===== src/rtl/traffic_pkg.sv =====
// traffic_pkg: shared state codes, light encodings and default phase timings
package traffic_pkg;
    typedef enum logic [2:0] {
        NSG_EWR = 3'd0,
        NSY_EWR = 3'd1,
        ALLRED  = 3'd2,
        NSR_EWG = 3'd3,
        NSR_EWY = 3'd4
    } state_t;
    localparam logic [2:0] LIGHT_RED    = 3'b100;
    localparam logic [2:0] LIGHT_YELLOW = 3'b010;
    localparam logic [2:0] LIGHT_GREEN  = 3'b001;
    localparam int DEF_MIN_GREEN   = 5;
    localparam int DEF_MAX_GREEN   = 10;
    localparam int DEF_YELLOW_TIME = 3;
    localparam int DEF_ALLRED_TIME = 1;
endpackage


===== src/rtl/traffic_light_decoder.sv =====
// traffic_light_decoder: state_i -> ns_light_o/ew_light_o one-hot {red,yellow,green}; illegal codes show red both ways
module traffic_light_decoder
    import traffic_pkg::*;
(
    input  state_t     state_i,
    output logic [2:0] ns_light_o,
    output logic [2:0] ew_light_o
);
    assign ns_light_o = state_i == NSG_EWR ? LIGHT_GREEN :
                        state_i == NSY_EWR ? LIGHT_YELLOW : LIGHT_RED;
    assign ew_light_o = state_i == NSR_EWG ? LIGHT_GREEN :
                        state_i == NSR_EWY ? LIGHT_YELLOW : LIGHT_RED;
endmodule


===== src/rtl/traffic_light_controller_sim.sv =====
// traffic_light_controller_sim: sensor-driven NS/EW Moore controller; ports clk, rst, NS_sensor, EW_sensor -> NS_light, EW_light, clk_count, state, prev_state
module traffic_light_controller_sim
    import traffic_pkg::*;
#(
    parameter int MIN_GREEN   = DEF_MIN_GREEN,
    parameter int MAX_GREEN   = DEF_MAX_GREEN,
    parameter int YELLOW_TIME = DEF_YELLOW_TIME,
    parameter int ALLRED_TIME = DEF_ALLRED_TIME
) (
    input  logic       clk,
    input  logic       rst,
    input  logic       NS_sensor,
    input  logic       EW_sensor,
    output logic [2:0] NS_light,
    output logic [2:0] EW_light,
    output logic [3:0] clk_count,
    output logic [2:0] state,
    output logic [2:0] prev_state
);
    localparam logic [3:0] MIN_C = 4'(MIN_GREEN - 1);
    localparam logic [3:0] MAX_C = 4'(MAX_GREEN - 1);
    localparam logic [3:0] YEL_C = 4'(YELLOW_TIME - 1);
    localparam logic [3:0] AR_C  = 4'(ALLRED_TIME - 1);
    state_t     state_q, state_d, prev_q;
    logic [3:0] cnt_q;
    // a green phase yields only when the other road is waiting: early once the
    // minimum has elapsed and its own road is empty, or at the maximum regardless
    function automatic logic yield(input logic [3:0] c, input logic own, input logic other);
        return other && ((c >= MIN_C && !own) || c >= MAX_C);
    endfunction
    always_comb begin
        state_d = state_q;
        case (state_q)
            NSG_EWR: if (yield(cnt_q, NS_sensor, EW_sensor)) state_d = NSY_EWR;
            NSY_EWR: if (cnt_q == YEL_C) state_d = ALLRED;
            ALLRED:  if (cnt_q == AR_C) state_d = prev_q == NSY_EWR ? NSR_EWG : NSG_EWR;
            NSR_EWG: if (yield(cnt_q, EW_sensor, NS_sensor)) state_d = NSR_EWY;
            NSR_EWY: if (cnt_q == YEL_C) state_d = ALLRED;
            default: state_d = NSG_EWR;
        endcase
    end
    always_ff @(posedge clk) begin
        if (rst) begin
            state_q <= NSG_EWR;
            prev_q  <= NSR_EWY;
            cnt_q   <= '0;
        end else if (state_d != state_q) begin
            prev_q  <= state_q;
            state_q <= state_d;
            cnt_q   <= '0;
        end else begin
            cnt_q   <= cnt_q == 4'd15 ? cnt_q : cnt_q + 4'd1;
        end
    end
    traffic_light_decoder u_dec (
        .state_i    (state_q),
        .ns_light_o (NS_light),
        .ew_light_o (EW_light)
    );
    assign state      = state_q;
    assign prev_state = prev_q;
    assign clk_count  = cnt_q;
endmodule


===== config.mk =====
export PLATFORM = sky130hd
export DESIGN_NAME = traffic_light_controller_sim
export DESIGN_NICKNAME = d
export VERILOG_FILES = /design/src/rtl/traffic_pkg.sv /design/src/rtl/traffic_light_decoder.sv /design/src/rtl/traffic_light_controller_sim.sv
export SDC_FILE = /design/constraint.sdc
export NUM_CORES = 1
export LEC_CHECK = 0
export ABC_CLOCK_PERIOD_IN_PS = 4500
export CAP_MARGIN = 20
export CORE_MARGIN = 2
export CORE_UTILIZATION = 53
export CTS_BUF_LIST = sky130_fd_sc_hd__clkbuf_2 sky130_fd_sc_hd__clkbuf_4 sky130_fd_sc_hd__clkbuf_8
export CTS_CLUSTER_DIAMETER = 100
export DETAILED_ROUTE_END_ITERATION = 6
export PLACE_DENSITY = 0.86
export SKIP_LAST_GASP = 1
export SLEW_MARGIN = 30
export SYNTH_ARGS = -nofsm -noshare
export SYNTH_HDL_FRONTEND = slang
export SYNTH_SLANG_ARGS = --single-unit

===== constraint.sdc =====
create_clock -name clk -period 4.5 [get_ports clk]
set_clock_uncertainty 0.05 [all_clocks]
set_input_delay 0.9 -clock clk [delete_from_list [all_inputs] [get_ports clk]]
set_output_delay 0.9 -clock clk [all_outputs]
set_load 0.01 [all_outputs]

==> results.json <==
{
  "fin_crit_sh_pct": 65.3,
  "fp.dieW_um": 42.3,
  "powerDensity_nw_per_um2": 211,
  "final_common_cell": "clkdlybuf4s50_1",
  "ios": 20,
  "drive_gt1_share_pct": 17.5,
  "cts_resized": 0,
  "end_kind": "output port",
  "fillers": 103,
  "relSlewSlack_pct": 66.0,
  "wl_met1_um": 786,
  "hp-start": "prev_state[0]",
  "ir_worst_vdd_mv": 0.180,
  "clk_latency_ns": 0.26,
  "multi_input_area_um2": 513,
  "hold_buffers": 0,
  "first_iter_violations": 17,
  "async_flop_share_pct": 0,
  "ys_seq_area_share_pct": 25.7,
  "setup_viol": 0,
  "cts_tree": "done",
  "cp-startpoint": "state[0]",
  "synth_nets": 94,
  "clockBufferDepth": 2,
  "dpl.cell_count": 115,
  "crit_path_max_incr_delay_ns": 0.61,
  "fp-row-count": 13,
  "tightest_slew_ns": 0.506,
  "final_max_slew_viol_count": 0,
  "cts_made_buffers": 3,
  "antenna_found_initial": 0,
  "cp_data_required_time_ns": 3.55,
  "comb_power_share_pct": 23.1,
  "path_delay_family": "buffers and inverters",
  "routed_wl_um": 1660,
  "r2r-start": "clk_count[0]",
  "met3_wirelength_um": 89,
  "maxCapViolCount": 0,
  "status": "completed",
  "drc_errors": 0,
  "via_count": 672,
  "numPortBuffers": 19,
  "layout.cells.non_filler": 118,
  "register_area_um2": 200,
  "grt_max_degree": 13,
  "grt_remaining_overflow": 0,
  "core_um2": 1330,
  "post_cts_buffers": 0,
  "initial_core_util_pct": 58.3,
  "crit_path_top_delay_cell": "clkdlybuf4s50_1",
  "ant_nets": 0,
  "ys_warn_count": 0,
  "synth.distinct_cells": 37,
  "diodes": 0,
  "fin_tns_setup_ns": 0,
  "critPathLaunchType": "register",
  "wl_per_cell_um": 14.1,
  "h-tree-depth": 1,
  "p_int_mw": 0.147,
  "hold_viol": 0,
  "routed.top_layer": "met4",
  "syn_area_um2": 778,
  "grt_pass1_wl_um": 2830,
  "power.total_mw": 0.204,
  "grt_pass1_vias": 621,
  "dr_wl_met2_um": 732,
  "hold_path.class": "reg2reg",
  "clkSinkCount": 10,
  "gp_congestion": 0.778,
  "die-area_um2": 1790,
  "utilization_pct": 72.8,
  "area_growth_pct": 24.8,
  "cp.arrival_ns": 1.99,
  "clkTransAtPathRegs_ns": 0.06,
  "place_hpwl_um": 1260,
  "path_cells": "inv_1 > nor3_1 > clkdlybuf4s50_1",
  "min_period_ns": 2.94,
  "synthCells": 85,
  "p_sw_share_pct": 28.1,
  "path_class": "reg2out",
  "ys_seq_elements": 10,
  "layout_common_cells": "19 x clkdlybuf4s50_1, 10 x dfxtp_1, 7 x inv_1, 6 x nor2_1",
  "rsz0062_at_grt": "no",
  "synth_edf_count": 0,
  "cellLeakagePower_nw": 0.354,
  "critical_path_buf_inv_count": 2,
  "p_clk_share_pct": 28.9,
  "dieHeight_um": 42.3,
  "vias_per_cell": 5.69,
  "ys.flop_type": "dfxtp_1",
  "critPathMaxFanout": 12,
  "netSwitchingPower_mw": 0.0574,
  "synth.avg_cell_area_um2": 9.16,
  "fmax_mhz": 340,
  "cts-root-buf": "clkbuf_4",
  "dr.pass1.iters": 4,
  "nets": 114,
  "grt.total_usage_pct": 20.8,
  "seq_power_share_pct": 48.0
}
==> final timing paths <==
kind                                 endpoint  slack [ns]  depth (start not counted)
worst min register to register  prev_state[0]        0.44                          2
worst min-delay path            prev_state[0]        0.44                          2
worst max-delay path              EW_light[0]        1.56                          3
worst max register to register   clk_count[3]        2.21                          7
==> registers in the layout, indices dropped and copies added, names as in the netlist <==
signal / cells
clk_count: 4
prev_state: 3
state: 3
==> worst register-to-register path: cells and delay by family (launching register included) <==
kind | cells | cell delay (ns)
compound gates | 1 | 0.19
fa+ha+maj | 2 | 0.55
buf+inv | 1 | 0.11
flops | 1 | 0.43
simple gates | 3 | 0.85
==> cell type report <==
type | count | area share [%]
clock buffer | 3 | 2.32
inverter | 7 | 2.71
multi-input combinational | 64 | 52.8
sequential | 10 | 20.6
tap | 15 | 1.93
timing repair buffer | 19 | 19.6
==> layer usage <==
metal  vias to the layer above  track usage, %
met1                       305            27.9
met3                         6            3.88
met2                        18            30.5
met5                         -               0
met4                         0            12.5
li1                        343               -
==> power by group through the flow <==
| stage | Sequential, mW | Clock, mW | Combinational, mW |
|---|---|---|---|
| after floorplan | 0.0991 | 0 | 0.0322 |
| after CTS | 0.0980 | 0.0608 | 0.0473 |
| after detailed placement | 0.100 | 0 | 0.0470 |
| final | 0.0981 | 0.0591 | 0.0472 |
| after global placement | 0.0999 | 0 | 0.0459 |
| after global routing | 0.0990 | 0.0665 | 0.0515 |
==> synth_stat cells (2+ instances only) <==
| library cell | n | share of area [%] |
|---|---|---|
| dfxtp_1 | 10 | 26 |
| inv_1 | 7 | 3.4 |
| nor2_1 | 6 | 2.9 |
| a21oi_1 | 5 | 3.2 |
| ha_1 | 5 | 8.0 |
| nand2_1 | 4 | 1.9 |
| nand2b_1 | 4 | 3.2 |
| nand3_1 | 4 | 2.6 |
| mux2i_1 | 3 | 3.9 |
| nor3_1 | 3 | 1.9 |
| nor3_2 | 3 | 3.9 |
| o21ai_0 | 3 | 1.9 |
| buf_6 | 2 | 2.9 |
| nand4_1 | 2 | 1.6 |
| nor2_2 | 2 | 1.6 |
==> through the flow <==
stage / setup slack [ns] / instance area (um2) / hold WS (ns)
6_report: 1.56 / 971 / 0.444
5_1_grt: 1.45 / 971 / 0.507
4_1_cts: 1.59 / 971 / 0.445
3_5_place_dp: 1.67 / 948 / 0.435
3_3_place_gp: 1.70 / 948 / 0.430
2_1_floorplan: 2.25 / 778 / 0.452
==> kinds of logic (layout without fill, tap and decap cells) <==
kind of cell | Yosys count | after routing | share of synthesized area, %
simple gates | 41 | 41 | 37.8
compound gates | 13 | 13 | 13.3
buf+inv | 11 | 29 | 8.36
flops | 10 | 10 | 25.7
fa+ha+maj | 6 | 6 | 9.81
mux | 3 | 3 | 3.86
xor+xnor | 1 | 1 | 1.13
Power figures use the tool's default switching activity.
